### config.mk
export PLATFORM = sky130hd
export DESIGN_NAME = sram_portb_arbiter
export DESIGN_NICKNAME = d
export VERILOG_FILES = /design/src/rtl/sram_portb_pkg.sv /design/src/rtl/rr_arbiter.sv /design/src/rtl/sram_portb_arbiter.sv
export SDC_FILE = /design/constraint.sdc
export NUM_CORES = 1
export LEC_CHECK = 0
export ABC_AREA = 1
export BUFFER_PORTS_ARGS = -buffer_cell sky130_fd_sc_hd__buf_2
export CORE_AREA = 2 2 425 427
export CTS_CLUSTER_DIAMETER = 80
export CTS_CLUSTER_SIZE = 10
export DETAILED_ROUTE_END_ITERATION = 7
export DIE_AREA = 0 0 427 429
export PLACE_DENSITY = 0.3
export SETUP_SLACK_MARGIN = 0.1
export SYNTH_ARGS = -nofsm -noshare
export SYNTH_HDL_FRONTEND = slang
export SYNTH_HIERARCHICAL = 1
export SYNTH_SLANG_ARGS = --single-unit
### constraint.sdc
create_clock -name pll_core_cpuclk -period 3.1 [get_ports pll_core_cpuclk]
set_input_delay 0.155 -clock pll_core_cpuclk [delete_from_list [all_inputs] [get_ports pll_core_cpuclk]]
set_output_delay 0.155 -clock pll_core_cpuclk [all_outputs]
set_load 0.1 [all_outputs]
### src/rtl/sram_portb_pkg.sv
// Shared defaults, FSM encoding and read-tag layout for the port-B SRAM arbiter.
package sram_portb_pkg;

  localparam int ADDR_W_DEF = 20;
  localparam int DATA_W_DEF = 128;
  localparam int RD_LAT_DEF = 2;

  typedef enum logic {
    IDLE   = 1'b0,
    LOCKED = 1'b1
  } arb_state_t;

  // idx is wide enough for the largest supported requester count (8)
  typedef struct packed {
    logic       valid;
    logic [2:0] idx;
  } rd_tag_t;

endpackage

### src/rtl/rr_arbiter.sv
// Combinational round-robin picker with an optional lock onto a single requester.
module rr_arbiter #(
  parameter int NUM_REQ = 4,
  parameter int PTR_W   = $clog2(NUM_REQ)
) (
  input  logic [NUM_REQ-1:0] req,
  input  logic [PTR_W-1:0]   ptr,
  input  logic               lock_en,
  input  logic [PTR_W-1:0]   lock_idx,
  output logic [NUM_REQ-1:0] grant
);

  logic [2*NUM_REQ-1:0] req_dbl;
  logic [NUM_REQ-1:0]   req_rot;
  logic [NUM_REQ-1:0]   first_rot;
  logic [2*NUM_REQ-1:0] first_dbl;
  logic [NUM_REQ-1:0]   grant_rr;
  logic [NUM_REQ-1:0]   lock_sel;

  // Rotate so ptr sits at bit 0, take the lowest set bit, rotate back.
  assign req_dbl   = {req, req};
  assign req_rot   = req_dbl[ptr +: NUM_REQ];
  assign first_rot = req_rot & (~req_rot + NUM_REQ'(1));
  assign first_dbl = {first_rot, first_rot} << ptr;
  assign grant_rr  = first_dbl[2*NUM_REQ-1 -: NUM_REQ];

  genvar gi;
  generate
    for (gi = 0; gi < NUM_REQ; gi++) begin : g_lock_sel
      assign lock_sel[gi] = (lock_idx == PTR_W'(gi));
    end
  endgenerate

  assign grant = lock_en ? (req & lock_sel) : grant_rr;

endmodule

### src/rtl/sram_portb_arbiter.sv
// Round-robin arbiter with burst lock for SRAM port B; routes read data back by tag.
// Optional counters: define SRAM_PORTB_ARB_PERF_EN.
module sram_portb_arbiter
  import sram_portb_pkg::*;
#(
  parameter int NUM_REQ = 4,
  parameter int ADDR_W  = ADDR_W_DEF,
  parameter int DATA_W  = DATA_W_DEF,
  parameter int RD_LAT  = RD_LAT_DEF
) (
  input  logic                        pll_core_cpuclk,
  input  logic                        pad_cpu_rst_b,
  input  logic [NUM_REQ-1:0]          req_valid,
  output logic [NUM_REQ-1:0]          req_ready,
  input  logic [NUM_REQ-1:0]          req_we,
  input  logic [NUM_REQ-1:0]          req_last,
  input  logic [NUM_REQ*ADDR_W-1:0]   req_addr,
  input  logic [NUM_REQ*DATA_W-1:0]   req_wdata,
  input  logic [NUM_REQ*DATA_W/8-1:0] req_wstrb,
  output logic [NUM_REQ-1:0]          rsp_valid,
  output logic [DATA_W-1:0]           rsp_rdata,
  output logic [ADDR_W-1:0]           dram1_portb_addr,
  output logic [DATA_W-1:0]           dram1_portb_din,
  output logic [DATA_W/8-1:0]         dram1_portb_wen,
  input  logic [DATA_W-1:0]           dram1_portb_dout
`ifdef SRAM_PORTB_ARB_PERF_EN
  ,
  output logic [NUM_REQ*32-1:0]       perf_grant_cnt,
  output logic [31:0]                 perf_conflict_cnt
`endif
);

  localparam int PTR_W  = $clog2(NUM_REQ);
  localparam int STRB_W = DATA_W / 8;

  arb_state_t         state_reg;
  logic [PTR_W-1:0]   rr_ptr_reg;
  logic [PTR_W-1:0]   owner_reg;
  logic [ADDR_W-1:0]  addr_reg;
  logic [DATA_W-1:0]  din_reg;
  logic [STRB_W-1:0]  wen_reg;
  rd_tag_t            tag_reg [RD_LAT+1];

  logic [NUM_REQ-1:0] grant;
  logic               accept;
  logic [PTR_W-1:0]   acc_idx;
  logic [PTR_W-1:0]   ptr_next;
  logic [ADDR_W-1:0]  sel_addr;
  logic [DATA_W-1:0]  sel_wdata;
  logic [STRB_W-1:0]  sel_wstrb;
  logic               sel_we;
  logic               sel_last;
  rd_tag_t            tag_in;

  rr_arbiter #(
    .NUM_REQ (NUM_REQ),
    .PTR_W   (PTR_W)
  ) u_rr_arbiter (
    .req      (req_valid),
    .ptr      (rr_ptr_reg),
    .lock_en  (state_reg == LOCKED),
    .lock_idx (owner_reg),
    .grant    (grant)
  );

  // No handshakes are offered while reset is held.
  assign req_ready = pad_cpu_rst_b ? grant : '0;
  assign accept    = |req_ready;

  always_comb begin
    acc_idx   = '0;
    sel_addr  = '0;
    sel_wdata = '0;
    sel_wstrb = '0;
    sel_we    = 1'b0;
    sel_last  = 1'b0;
    for (int i = 0; i < NUM_REQ; i++) begin
      if (grant[i]) begin
        acc_idx   = PTR_W'(i);
        sel_addr  = req_addr[i*ADDR_W +: ADDR_W];
        sel_wdata = req_wdata[i*DATA_W +: DATA_W];
        sel_wstrb = req_wstrb[i*STRB_W +: STRB_W];
        sel_we    = req_we[i];
        sel_last  = req_last[i];
      end
    end
  end

  assign ptr_next = (acc_idx == PTR_W'(NUM_REQ - 1)) ? '0 : acc_idx + PTR_W'(1);
  assign tag_in   = '{valid: accept && !sel_we, idx: 3'(acc_idx)};

  always_ff @(posedge pll_core_cpuclk) begin
    if (!pad_cpu_rst_b) begin
      state_reg  <= IDLE;
      rr_ptr_reg <= '0;
      owner_reg  <= '0;
      addr_reg   <= '0;
      din_reg    <= '0;
      wen_reg    <= '0;
      for (int k = 0; k <= RD_LAT; k++) tag_reg[k] <= '0;
    end else begin
      wen_reg <= '0;
      if (accept) begin
        addr_reg <= sel_addr;
        if (sel_we) begin
          wen_reg <= sel_wstrb;
          din_reg <= sel_wdata;
        end
      end

      case (state_reg)
        IDLE: begin
          if (accept) begin
            if (!sel_last) begin
              state_reg <= LOCKED;
              owner_reg <= acc_idx;
            end else begin
              rr_ptr_reg <= ptr_next;
            end
          end
        end
        LOCKED: begin
          if (accept && sel_last) begin
            state_reg  <= IDLE;
            rr_ptr_reg <= ptr_next;
          end
        end
        default: state_reg <= IDLE;
      endcase

      // Stage 0 covers the issue register; the rest mirror the SRAM latency.
      tag_reg[0] <= tag_in;
      for (int k = 1; k <= RD_LAT; k++) tag_reg[k] <= tag_reg[k-1];
    end
  end

  assign dram1_portb_addr = addr_reg;
  assign dram1_portb_din  = din_reg;
  assign dram1_portb_wen  = wen_reg;

  genvar gi;
  generate
    for (gi = 0; gi < NUM_REQ; gi++) begin : g_rsp
      assign rsp_valid[gi] = tag_reg[RD_LAT].valid && (tag_reg[RD_LAT].idx == 3'(gi));
    end
  endgenerate

  assign rsp_rdata = (|rsp_valid) ? dram1_portb_dout : '0;

`ifdef SRAM_PORTB_ARB_PERF_EN
  logic [31:0]        conflict_cnt_reg;
  logic [NUM_REQ-1:0] owner_onehot;
  logic               multi_valid;
  logic               lock_block;

  assign owner_onehot = NUM_REQ'(1) << owner_reg;
  assign multi_valid  = |(req_valid & (req_valid - NUM_REQ'(1)));
  assign lock_block   = (state_reg == LOCKED) && (|(req_valid & ~owner_onehot));

  generate
    for (gi = 0; gi < NUM_REQ; gi++) begin : g_perf_grant
      logic [31:0] grant_cnt_reg;
      always_ff @(posedge pll_core_cpuclk) begin
        if (!pad_cpu_rst_b) begin
          grant_cnt_reg <= '0;
        end else if (req_ready[gi]) begin
          grant_cnt_reg <= grant_cnt_reg + 32'd1;
        end
      end
      assign perf_grant_cnt[gi*32 +: 32] = grant_cnt_reg;
    end
  endgenerate

  always_ff @(posedge pll_core_cpuclk) begin
    if (!pad_cpu_rst_b) begin
      conflict_cnt_reg <= '0;
    end else if (multi_valid || lock_block) begin
      conflict_cnt_reg <= conflict_cnt_reg + 32'd1;
    end
  end

  assign perf_conflict_cnt = conflict_cnt_reg;
`endif

endmodule
# Yosys cells after proc, flatten, opt, wreduce, memory -nomap -nowiden
# Memories as Yosys holds them, arrays and structs flattened.
# Cells that the tools add are included.
word_totals:
  ff_bits: 169
  mem_bits_rw: 12
  inputBits: 798
  out_inout_bits: 300
  mem_count: 1
mem_list:
  columns: ["memory", "depth", "word_bits", "rd", "rd_clocked_by_memory_dff", "wr", "line_no", "rtl"]
  rows:
  - ["tag_reg", 3, 4, 3, 0, 3, "sram_portb_arbiter.sv:42", "rd_tag_t tag_reg [RD_LAT+1];"]
op_classes:
  n_addsub: 2
  eq_ne: 10
  shift: 2
  n_mux: 40
  n_bitwise: 8
  reduce_logical: 15
ops:
  columns: ["operator", "count"]
  rows:
  - ["$mux W128", 5]
  - ["$mux W20", 4]
  - ["$mux W16", 4]
  - ["$mux W4", 5]
  - ["$mux W1", 14]
  - ["$mux W2", 6]
  - ["$reduce_and A3 Y1", 3]
  - ["$and A4 B4 Y4", 2]
  - ["$reduce_or A4 Y1", 2]
  - ["$shiftx A8 B3 Y4", 1]
  - ["$shl A8 B2 Y8", 1]
  - ["$eq A2 B2 Y1 const B", 3]
  - ["$eq A3 B2 Y1 const B", 2]
  - ["$logic_and A1 B1 Y1", 6]
  - ["$add A4 B1 Y4 const B", 1]
  - ["$ne A2 B2 Y1 const B", 2]
  - ["$not A4 Y4", 1]
  - ["$pmux W2 S2", 1]
  - ["$eq A3 B1 Y1 const B", 1]
  - ["$logic_not A3 Y1", 1]
  - ["$or A1 B1 Y1", 3]
  - ["$add A2 B1 Y2 const B", 1]
  - ["$eq A2 B1 Y1 const B", 1]
  - ["$logic_not A2 Y1", 1]
  - ["other kinds (5)", 6]

# Longest topological paths before layout
# Gate-level depths: netlist of the first run.
depth:
  word_depth: 14
  mapped_depth: 23
  depth_no_buf: 20

# Modules after synthesis
# Netlist of the first run, hierarchy kept.
modules_own_cells:
  columns: ["mod", "n_inst", "cells_each", "area_per_inst_um2", "seq_area_each_um2"]
  rows:
  - ["sram_portb_arbiter", 1, 2380, 13220.2, 3563.4]
  - ["rr_arbiter", 1, 68, 361.6, 0.0]

# Worst setup path before layout of the first run
# OpenSTA, ideal clock, no wires.
synth_timing:
  kind: "register -> output"
  startpoint: "memory tag_reg[0][11] (netlist bit)"
  endpoint: "output port rsp_valid[0]"
  t_arrival_ns: 2.738
  path_slack_ns: 0.207
  stages_incl_launch_ff: 4
  path_buffers: 1
  path_cell_list: "dfxtp_1 clkbuf_1 inv_1 nor3_1"
synth_rtl:
  columns: ["element", "line_no", "rtl"]
  rows:
  - ["start, declared", "sram_portb_arbiter.sv:42", null]
  - ["end, declared", "sram_portb_arbiter.sv:20", "output logic [NUM_REQ-1:0] rsp_valid,"]

# Worst setup path after layout of the first run
layout_timing:
  startpoint: "register rr_ptr_reg[1]"
  endpoint: "register wen_reg[3], in the netlist dram1_portb_wen[3]"
layout_via:
  word_cells_on_any_way: 17
  cone_classes: "add/sub: 1; shift: 2; mux: 10; bitwise: 2; reduce/logical: 2"
layout_rtl:
  columns: ["element", "line_no", "rtl"]
  rows:
  - ["start, declared", "sram_portb_arbiter.sv:37", "logic [PTR_W-1:0] rr_ptr_reg;"]
  - ["start signal, assigned", "sram_portb_arbiter.sv:118", "rr_ptr_reg <= ptr_next;"]
  - ["start signal, assigned", "sram_portb_arbiter.sv:125", "rr_ptr_reg <= ptr_next;"]
  - ["$shiftx A8 B3 Y4", "rr_arbiter.sv:22", "assign req_rot = req_dbl[ptr +: NUM_REQ];"]
  - ["$not A4 Y4", "rr_arbiter.sv:23", "assign first_rot = req_rot & (~req_rot + NUM_REQ'(1));"]
  - ["$add A4 B1 Y4", "rr_arbiter.sv:23", null]
  - ["$and A4 B4 Y4", "rr_arbiter.sv:23", null]
  - ["$shl A8 B2 Y8 (*)", "rr_arbiter.sv:24", "assign first_dbl = {first_rot, first_rot} << ptr;"]
  - ["$mux W4 (*)", "rr_arbiter.sv:34", "assign grant = lock_en ? (req & lock_sel) : grant_rr;"]
  - ["net grant[1]", "sram_portb_arbiter.sv:44", "logic [NUM_REQ-1:0] grant;"]
  - ["$mux W1 (3 in series)", "sram_portb_arbiter.sv:78", "if (grant[i]) begin"]
  - ["$reduce_and A3 Y1 (no source line)", null, null]
  - ["end signal, assigned", "sram_portb_arbiter.sv:106", "wen_reg <= sel_wstrb;"]
  - ["end, declared", "sram_portb_arbiter.sv:41", "logic [STRB_W-1:0] wen_reg;"]
# Mark *: on every way through the listed nets, which the timed path passes. The rest lies on a longest branch.
# A chain may end at the register's enable or synchronous reset.

==> results of run 1 <==
## metal layers
metal | routed length [um] | vias up | track usage, %
li1 | - | 10300 | -
met5 | 144 | - | 0
met4 | 3150 | 20 | 4.22
met3 | 5590 | 106 | 2.32
met2 | 60800 | 700 | 21.6
met1 | 40500 | 9662 | 11.3
## tightest hold or removal path, cell delays in order
cell	delay, ns
buf_2	0.08
nand3_1	0.06
nand2_1	0.06
nor2_1	0.04
nand3_1	0.06
nand2_1	0.04
nor2_1	0.07
## synth_stat cells, drive strengths merged
cell and count:
clkbuf 62, nand2 794, nand3 434, inv 173, or2 1, a21oi 305, nand4 3, dfxtp 178
nor3 4, nor3b 1, a31oi 27, buf 151, and3 19, clkinv 1, o21ai 22, nor2 273
## area by class of cell
| class | count | area [sq um] | share of cell area, % |
|---|---|---|---|
| diodes | 10 | 25.0 | 0.101 |
| clock buffers | 18 | 439 | 1.77 |
| clock inverters | 14 | 164 | 0.660 |
| inverters | 174 | 668 | 2.69 |
| multi-input cells | 1884 | 8320 | 33.5 |
| flip-flops and latches | 178 | 3570 | 14.4 |
| well taps | 2355 | 2950 | 11.9 |
| repair buffers | 1387 | 8710 | 35.1 |
## logic make-up after synthesis
kind of cell	count (synthesis)	synth area share, %
AOI/OAI and AO/OA	354	13.3
buffers and inverters	387	13.0
DFF	178	26.2
and+or+nand+nor	1529	47.4
## per-stage QoR
stage	instance area [sq um]	utilization [%]	cells	setup slack [ns]
3_3_place_gp	22000	12.3	5774	0.150
4_1_cts	24400	13.7	5991	0.100
2_1_floorplan	13600	-	2448	0.207
3_5_place_dp	22000	12.3	5774	0.109
5_1_grt	24800	14.0	6018	0.0933
6_report	24900	14.0	6020	0.336
## what timing repair did
| action | CTS | global route |
|---|---|---|
| hold buffers | 183 | 0 |
| pin swaps | 1 | 5 |
| gates cloned | 1 | 8 |
| endpoints found under the hold margin | 86 | 0 |
| setup endpoints to repair | 10 | 143 |
| gates resized for setup | 3 | 21 |
| buffers inserted | 1 | 11 |
## worst max-delay path by stage
stage	startpoint	to	slack (ns)	cells after the start
2_1_floorplan	tag_reg[0][11]	rsp_valid[0]	0.21	3
4_1_cts	rr_ptr_reg[1]	req_ready[3]	0.10	14
6_report	rr_ptr_reg[1]	dram1_portb_wen[3]	0.34	15
3_5_place_dp	rr_ptr_reg[1]	dram1_portb_din[72]	0.11	18
3_3_place_gp	rr_ptr_reg[1]	dram1_portb_din[45]	0.15	18
5_1_grt	rr_ptr_reg[0]	dram1_portb_din[34]	0.09	18
==> impl_metrics.py, run 1 <==
metrics = {
    "timing": {
        "rsz0062_at_grt": "yes",
        "fin_skew_ns": 0.0181,
        "holdWs_ns": 0.0804,
        "fin_setup_tns_ns": 0,
        "drv_slew": 0,
        "worst_pin_slew_ns": 0.736,
        "slew_headroom_pct": 51.0,
        "fmax_mhz": 362,
        "hold_viol_final": 0,
        "layout_min_cycle_time_ns": 2.76,
        "setup_viol": 0,
        "finalCritPeriodShare_pct": 89.2,
    },
    "yosys": {
        "ys_types": 30,
        "synth_top_cell_area_share_pct": 26.2,
        "ys_ff_latch": 178,
        "syn_nets": 3246,
        "synth_top_cell_by_area": "dfxtp_1",
        "syn_avg_cell_area_sq_um": 5.55,
        "yosys_warnings": 6,
        "synth_area_sq_mm": 0.0136,
        "synth_cells": 2448,
        "synth-seq-area-share_pct": 26.2,
        "synth_area_leaders": "dfxtp_1, nand2_1, nand3_1",
    },
    "worst_setup_path": {
        "cp_common_cell": "nand3_1",
        "reg2reg_slack_ns": 0.34,
        "cp.arrival_ns": 3.23,
        "cp_num_buf_inv": 4,
        "timing.rr.start": "rr_ptr_reg[1]",
        "critical_path_class": "reg -> reg",
        "required_ns": 3.57,
        "worst_path_max_delay_cell": "dlygate4sd3_1",
        "start_kind": "flip-flop",
        "end_kind": "flip-flop",
        "slowest_delay_ns": 0.58,
        "path_cells": "inv_4 > nand3_1 > nand2_2 > nand2_4 > nor2_4 > nand2_1 > nand3_1 > nand3_1 > nand2_4 > inv_1 > nor2_4 > buf_12 > a31oi_1 > dlygate4sd3_1 > a31oi_1",
        "cp_top_family": "simple AND/OR/NAND/NOR gates",
        "r2r_end": "dram1_portb_wen[3]",
        "crit_fanout": 10,
        "reg2reg_depth": 15,
    },
    "final_layout": {
        "mostFrequentLayoutCells": "buf_2, nand2_1, nand3_1, a21oi_1, nor2_1",
        "nFillCells": 21000,
        "drive_gt1_share_pct": 34.8,
        "layout_commonest_cell": "buf_2",
        "nNetsFinal": 4440,
        "largest_reg_flops": 128,
        "areaGrowthSynthToFinish_pct": 83.0,
    },
    "clock_network": {
        "cts_buffer_depth": 2,
        "cts_root_buf": "clkbuf_16",
        "cts_buffers": 17,
        "clk_latency_ns": 0.52,
        "cts_sinks": 178,
        "cts_tree": "built",
        "path_clk_slew_ns": 0.10,
        "cts_max_level": 4,
    },
    "detailed_routing": {
        "drc": 0,
        "postRouteAntennaNets": 0,
        "drt-total-wl_um": 110000,
        "vias": 20800,
        "firstDrtPassIters": 5,
        "avgRoutedWirePerCell_um": 18.3,
        "drt-initial-drc-count": 945,
        "vias_per_cell": 3.45,
    },
    "die": {
        "die_area_sq_mm": 0.183,
        "die_y_um": 429,
        "core.rowCount": 155,
        "start_util_pct": 7.63,
        "die_w_um": 427,
        "io_pins": 1098,
        "core_area_sq_mm": 0.178,
    },
    "grt": {
        "grt_start_max_net_pins": 101,
        "grt_pass1_vias": 20500,
        "grt_overflow": 0,
        "antenna_found_initial": 31,
        "grt_usage_pct": 11.1,
        "grt_pass1_wl_um": 146000,
    },
    "place": {
        "gp_congestion": 0.823,
        "io_buffer_count": 1097,
        "dpl.hpwl_um": 84800,
    },
    "min_path": {
        "hold_class": "in -> reg",
        "holdPathStages": 7,
        "hold_end": "dram1_portb_din[50]",
        "hold_path.startpoint": "req_wdata[50]",
    },
    "run": {
        "maxCapViolCount": 0,
    },
    "run_status": {
        "status": "finished clean",
    },
}
Power of run 1 is left out: the tool's default activity adds up to more than one toggle a clock period on the data nets, which glitch-free logic cannot reach.
==> run 2: changes to the inputs <==
==> constraint.sdc (replaced) <==
create_clock -name pll_core_cpuclk -period 3.1 [get_ports pll_core_cpuclk]
set_input_delay 0.62 -clock pll_core_cpuclk [delete_from_list [all_inputs] [get_ports pll_core_cpuclk]]
set_output_delay 0.62 -clock pll_core_cpuclk [all_outputs]
set_load 0.1 [all_outputs]
==> run 2 against run 1 <==
  * Flip-flop and latch count is the same
  * Count of clock-buffer cells in the layout increased by 1
  * Register-to-register slack got worse by 0.13 ns
  * Largest cell class is now multi-input gates
  * Die area stayed put
  * Final cell count is 1.8% lower
  * Critical path depth fell by 1
==> impl_metrics.py, run 2 (same netlist as run 1, synthesis figures left out) <==
metrics = {
    "run_status": {
        "status": "finished clean",
    },
    "clock_network": {
        "path_clk_slew_ns": 0.08,
        "cts_sinks": 178,
        "cts_max_level": 4,
        "cts_tree": "built",
        "clk_latency_ns": 0.52,
        "cts_buffers": 17,
        "cts_buffer_depth": 2,
        "cts_root_buf": "clkbuf_16",
    },
    "grt": {
        "grt_usage_pct": 11.5,
        "grt_pass1_vias": 20200,
        "grt_start_max_net_pins": 81,
        "antenna_found_initial": 43,
        "grt_overflow": 0,
        "grt_pass1_wl_um": 148000,
    },
    "die": {
        "io_pins": 1098,
        "core_area_sq_mm": 0.178,
        "die_area_sq_mm": 0.183,
        "die_y_um": 429,
        "start_util_pct": 7.63,
        "core.rowCount": 155,
        "die_w_um": 427,
    },
    "worst_setup_path": {
        "crit_fanout": 7,
        "required_ns": 2.48,
        "cp.arrival_ns": 2.30,
        "worst_path_max_delay_cell": "dfxtp_4",
        "path_cells": "inv_8 > nand2_1 > nand3_2 > nand2_4 > inv_1 > nand3_1 > buf_4 > nand3_1 > nand3_2 > nand2_4 > buf_12 > nand2_1 > clkinvlp_4 > buf_12",
        "critical_path_class": "reg -> out",
        "end_kind": "output pin",
        "start_kind": "flip-flop",
        "slowest_delay_ns": 0.42,
    },
    "final_layout": {
        "mostFrequentLayoutCells": "buf_2, nand2_1, nand3_1, a21oi_1, nor2_1",
        "utilization_pct": 13.3,
        "multi_input_area_sq_mm": 0.00841,
        "nNetsFinal": 4320,
        "layout_commonest_cell": "buf_2",
        "area.sequential_sq_mm": 0.00357,
        "drive_gt1_share_pct": 38.4,
        "nFillCells": 21200,
        "largest_reg_flops": 128,
        "areaGrowthSynthToFinish_pct": 74.6,
    },
    "timing": {
        "fmax_mhz": 342,
        "fin_skew_ns": 0.0114,
        "hold_viol_final": 0,
        "holdWs_ns": 0.353,
        "setup_viol": 0,
        "slew_headroom_pct": 47.6,
        "rsz0062_at_grt": "yes",
        "finalCritPeriodShare_pct": 94.3,
        "worst_pin_slew_ns": 0.792,
        "layout_min_cycle_time_ns": 2.92,
        "drv_slew": 0,
    },
    "place": {
        "io_buffer_count": 1097,
        "gp_congestion": 0.845,
        "dpl.hpwl_um": 91800,
    },
    "min_path": {
        "hold_class": "in -> reg",
    },
    "detailed_routing": {
        "avgRoutedWirePerCell_um": 19.0,
        "drt-total-wl_um": 112000,
        "postRouteAntennaNets": 0,
        "firstDrtPassIters": 5,
        "vias_per_cell": 3.42,
        "vias": 20200,
        "drt-initial-drc-count": 1016,
        "drc": 0,
    },
    "run": {
        "maxCapViolCount": 0,
    },
}
-- run 2: cell count changes in the layout (fill, tap and decap cells not counted), moves of 6 or more --
cell           change
diode_2           +11
dlygate4sd3_1    -183
buf_4             +60
buf_16             -6
nand2_1            -9
nand3_2            +7
buf_12            +23
nand3_1            -7
-- run 2: layer usage --
layer	global-route usage, %	up-vias	wire length [um]
met2	22.6	765	61200
met5	0	-	163
met4	5.15	26	4720
met1	11.1	9285	39400
li1	-	10000	-
met3	2.81	144	6700
-- run 2: through the flow --
step / worst slack, ns / cells / cell area (sq um) / TNS, ns
2_1_floorplan: -0.258 / 2448 / 13600 / -1.03
3_3_place_gp: -0.179 / 5839 / 22700 / -0.739
3_5_place_dp: -0.131 / 5839 / 22700 / -0.527
4_1_cts: 0.0597 / 5886 / 23500 / 0
5_1_grt: 0.0238 / 5908 / 23700 / 0
6_report: 0.176 / 5911 / 23700 / 0
-- run 2: final timing paths --
path | end | cells after the start | start | slack [ns]
worst min-delay path | dram1_portb_wen[5] | 3 | req_wstrb[5] | 0.35
worst max register to register | dram1_portb_addr[5] | 18 | rr_ptr_reg[0] | 0.21
worst max-delay path | req_ready[2] | 14 | rr_ptr_reg[0] | 0.18
worst min register to register | tag_reg[0][8] | 2 | tag_reg[0][4] | 0.43
-- run 2: cell type report --
type	instances	area share [%]
multi-input cells	1883	35.5
flip-flops and latches	178	15.1
repair buffers	1268	31.5
clock inverters	13	0.622
well taps	2355	12.4
inverters	174	2.87
clock buffers	19	1.87
diodes	21	0.222
-- run 2: repair_timing --
action                     CTS  global route
gates cloned                 2             2
hold buffers                 0             0
setup endpoints to repair   11            81
resized for setup           22            24
buffers inserted            13             2
pin swaps                    6             8
-- run 2: critical path, delay by kind of cell, from the launching register on --
family / cells / cell delay (ns)
simple gates: 8 / 0.70
buf+inv: 6 / 0.66
flops: 1 / 0.42
Power of run 2 is left out for the same reason.
==> run 3: changes to the inputs <==
--- a/config.mk
+++ b/config.mk
@@ -7,11 +7,11 @@
 export LEC_CHECK = 0
 export ABC_AREA = 1
 export BUFFER_PORTS_ARGS = -buffer_cell sky130_fd_sc_hd__buf_2
-export CORE_AREA = 2 2 425 427
+export CORE_AREA = 3 3 426 428
 export CTS_CLUSTER_DIAMETER = 80
 export CTS_CLUSTER_SIZE = 10
 export DETAILED_ROUTE_END_ITERATION = 7
-export DIE_AREA = 0 0 427 429
+export DIE_AREA = 0 0 429 431
 export PLACE_DENSITY = 0.3
 export SETUP_SLACK_MARGIN = 0.1
 export SYNTH_ARGS = -nofsm -noshare
==> run 3 against run 2 <==
  * Core utilization down 0.097 points
  * Critical path depth unchanged
  * Fmax grew 2.6%
  * Flip-flop and latch count is the same
  * Clock skew grew 0.0071 ns
  * First-iteration DRC count shrank 6.3%
  * Non-clock buffer count shrank 24
  * Final cell count is 0.30% lower
  * Hold slack worse by 0.0045 ns
  * Final area decreased by 0.62%
  * Die area increased by 0.94%
==> impl_metrics.py, run 3 (same netlist as run 1, synthesis figures left out) <==
metrics = {
    "final_layout": {
        "post-route-cell-area_sq_mm": 0.0236,
        "largest_reg_flops": 128,
        "mostFrequentLayoutCells": "buf_2, nand2_1, nand3_1, a21oi_1, nor2_1",
        "nNetsFinal": 4296,
        "layout_commonest_cell": "buf_2",
        "drive_gt1_share_pct": 38.2,
        "areaGrowthSynthToFinish_pct": 73.6,
        "utilization_pct": 13.2,
    },
    "timing": {
        "finalCritPeriodShare_pct": 92.0,
        "layout_min_cycle_time_ns": 2.85,
        "drv_slew": 0,
        "rsz0062_at_grt": "yes",
        "hold_viol_final": 0,
        "fin_skew_ns": 0.0185,
        "setup_viol": 0,
        "worst_pin_slew_ns": 0.767,
        "fmax_mhz": 351,
        "setup_ws_ns": 0.249,
        "fin_setup_tns_ns": 0,
        "slew_headroom_pct": 48.9,
    },
    "worst_setup_path": {
        "cp_common_cell": "nand2_2",
        "start_kind": "flip-flop",
        "cp.arrival_ns": 2.23,
        "slowest_delay_ns": 0.44,
        "r2r_end": "dram1_portb_din[26]",
        "reg2reg_slack_ns": 0.33,
        "reg2reg_depth": 20,
        "worst_path_max_delay_cell": "dfxtp_4",
        "critical_path_class": "reg -> out",
        "required_ns": 2.48,
        "crit_fanout": 8,
        "timing.rr.start": "rr_ptr_reg[0]",
        "path_cells": "inv_8 > nand2_1 > nand3_2 > nand2_2 > nand2_2 > nor2_4 > nand2_2 > nand3_2 > nand3_2 > nand2_4 > buf_8 > nand2_2 > clkinvlp_4 > buf_12",
        "end_kind": "output pin",
    },
    "place": {
        "gp_congestion": 0.945,
        "io_buffer_count": 1097,
        "dpl.hpwl_um": 92400,
        "dpl_cell_area_sq_mm": 0.0226,
        "place_ws_ns": -0.142,
    },
    "clock_network": {
        "clk_latency_ns": 0.52,
        "cts_tree": "built",
        "cts_buffer_depth": 2,
        "cts_max_level": 4,
        "cts_sinks": 178,
        "path_clk_slew_ns": 0.08,
        "cts_root_buf": "clkbuf_16",
        "cts_buffers": 17,
        "cts_hold_buf": 0,
    },
    "detailed_routing": {
        "postRouteAntennaNets": 0,
        "drt-initial-drc-count": 952,
        "firstDrtPassIters": 5,
        "drc": 0,
        "vias": 20300,
        "drt-total-wl_um": 112000,
        "vias_per_cell": 3.44,
        "avgRoutedWirePerCell_um": 19.0,
    },
    "die": {
        "die_w_um": 429,
        "die_area_sq_mm": 0.185,
        "die_y_um": 431,
        "core_area_sq_mm": 0.178,
        "start_util_pct": 7.62,
        "io_pins": 1098,
        "core.rowCount": 155,
    },
    "grt": {
        "grt_usage_pct": 11.5,
        "grt_start_max_net_pins": 87,
        "antenna_found_initial": 43,
        "grt_pass1_vias": 20300,
        "grt_pass1_wl_um": 151000,
        "grt_overflow": 0,
    },
    "min_path": {
        "hold_class": "in -> reg",
        "hold_end": "dram1_portb_wen[13]",
        "hold_path.startpoint": "req_wstrb[13]",
        "holdPathStages": 3,
    },
    "run_status": {
        "status": "finished clean",
    },
    "run": {
        "maxCapViolCount": 0,
    },
}
## run 3: worst max-delay path, delay by kind of cell (launching register included)
family	cells	cell delay, ns
buf+inv	4	0.48
flops	1	0.44
simple gates	10	0.78
## run 3: what timing repair did
| action | CTS | global route |
|---|---|---|
| gates resized for setup | 15 | 36 |
| buffers inserted | 6 | 2 |
| gates cloned | 0 | 1 |
| setup endpoints to repair | 64 | 70 |
| pin swaps | 6 | 9 |
## run 3: per-layer routing
metal  GRT usage (%)  up-vias  routed length (um)
li1                -     9985                   -
met4            6.23       18                5720
met2            21.8      755               60300
met5               0        -                 101
met1            11.2     9371               39600
met3            3.08      153                6360
## run 3: how the worst max path moves through the flow
| stage | to | from | cells after the start | slack (ns) |
|---|---|---|---|---|
| floorplan | rsp_valid[0] | tag_reg[0][11] | 3 | -0.26 |
| global placement | dram1_portb_din[33] | req_valid[0] | 19 | -0.18 |
| detailed placement | dram1_portb_din[33] | req_valid[3] | 19 | -0.14 |
| CTS | req_ready[2] | rr_ptr_reg[0] | 14 | 0.009 |
| global route | req_ready[2] | rr_ptr_reg[0] | 14 | 0.04 |
| finish | req_ready[2] | rr_ptr_reg[0] | 14 | 0.25 |
## run 3: layout make-up
cell class              instances  area (sq um)
clock inverters                13           184
inverters                     174           681
flip-flops and latches        178          3570
repair buffers               1244          7230
multi-input cells            1883          8440
fillers                     21100        155000
clock buffers                  19           453
well taps                    2355          2950
diodes                         27          67.6
## run 3: through the flow
stage	std cells	hold WS, ns
global route	5886	0.297
floorplan	2448	0.390
finish	5893	0.349
global placement	5825	0.407
CTS	5863	0.255
detailed placement	5825	0.413
Power of run 3 is left out for the same reason.
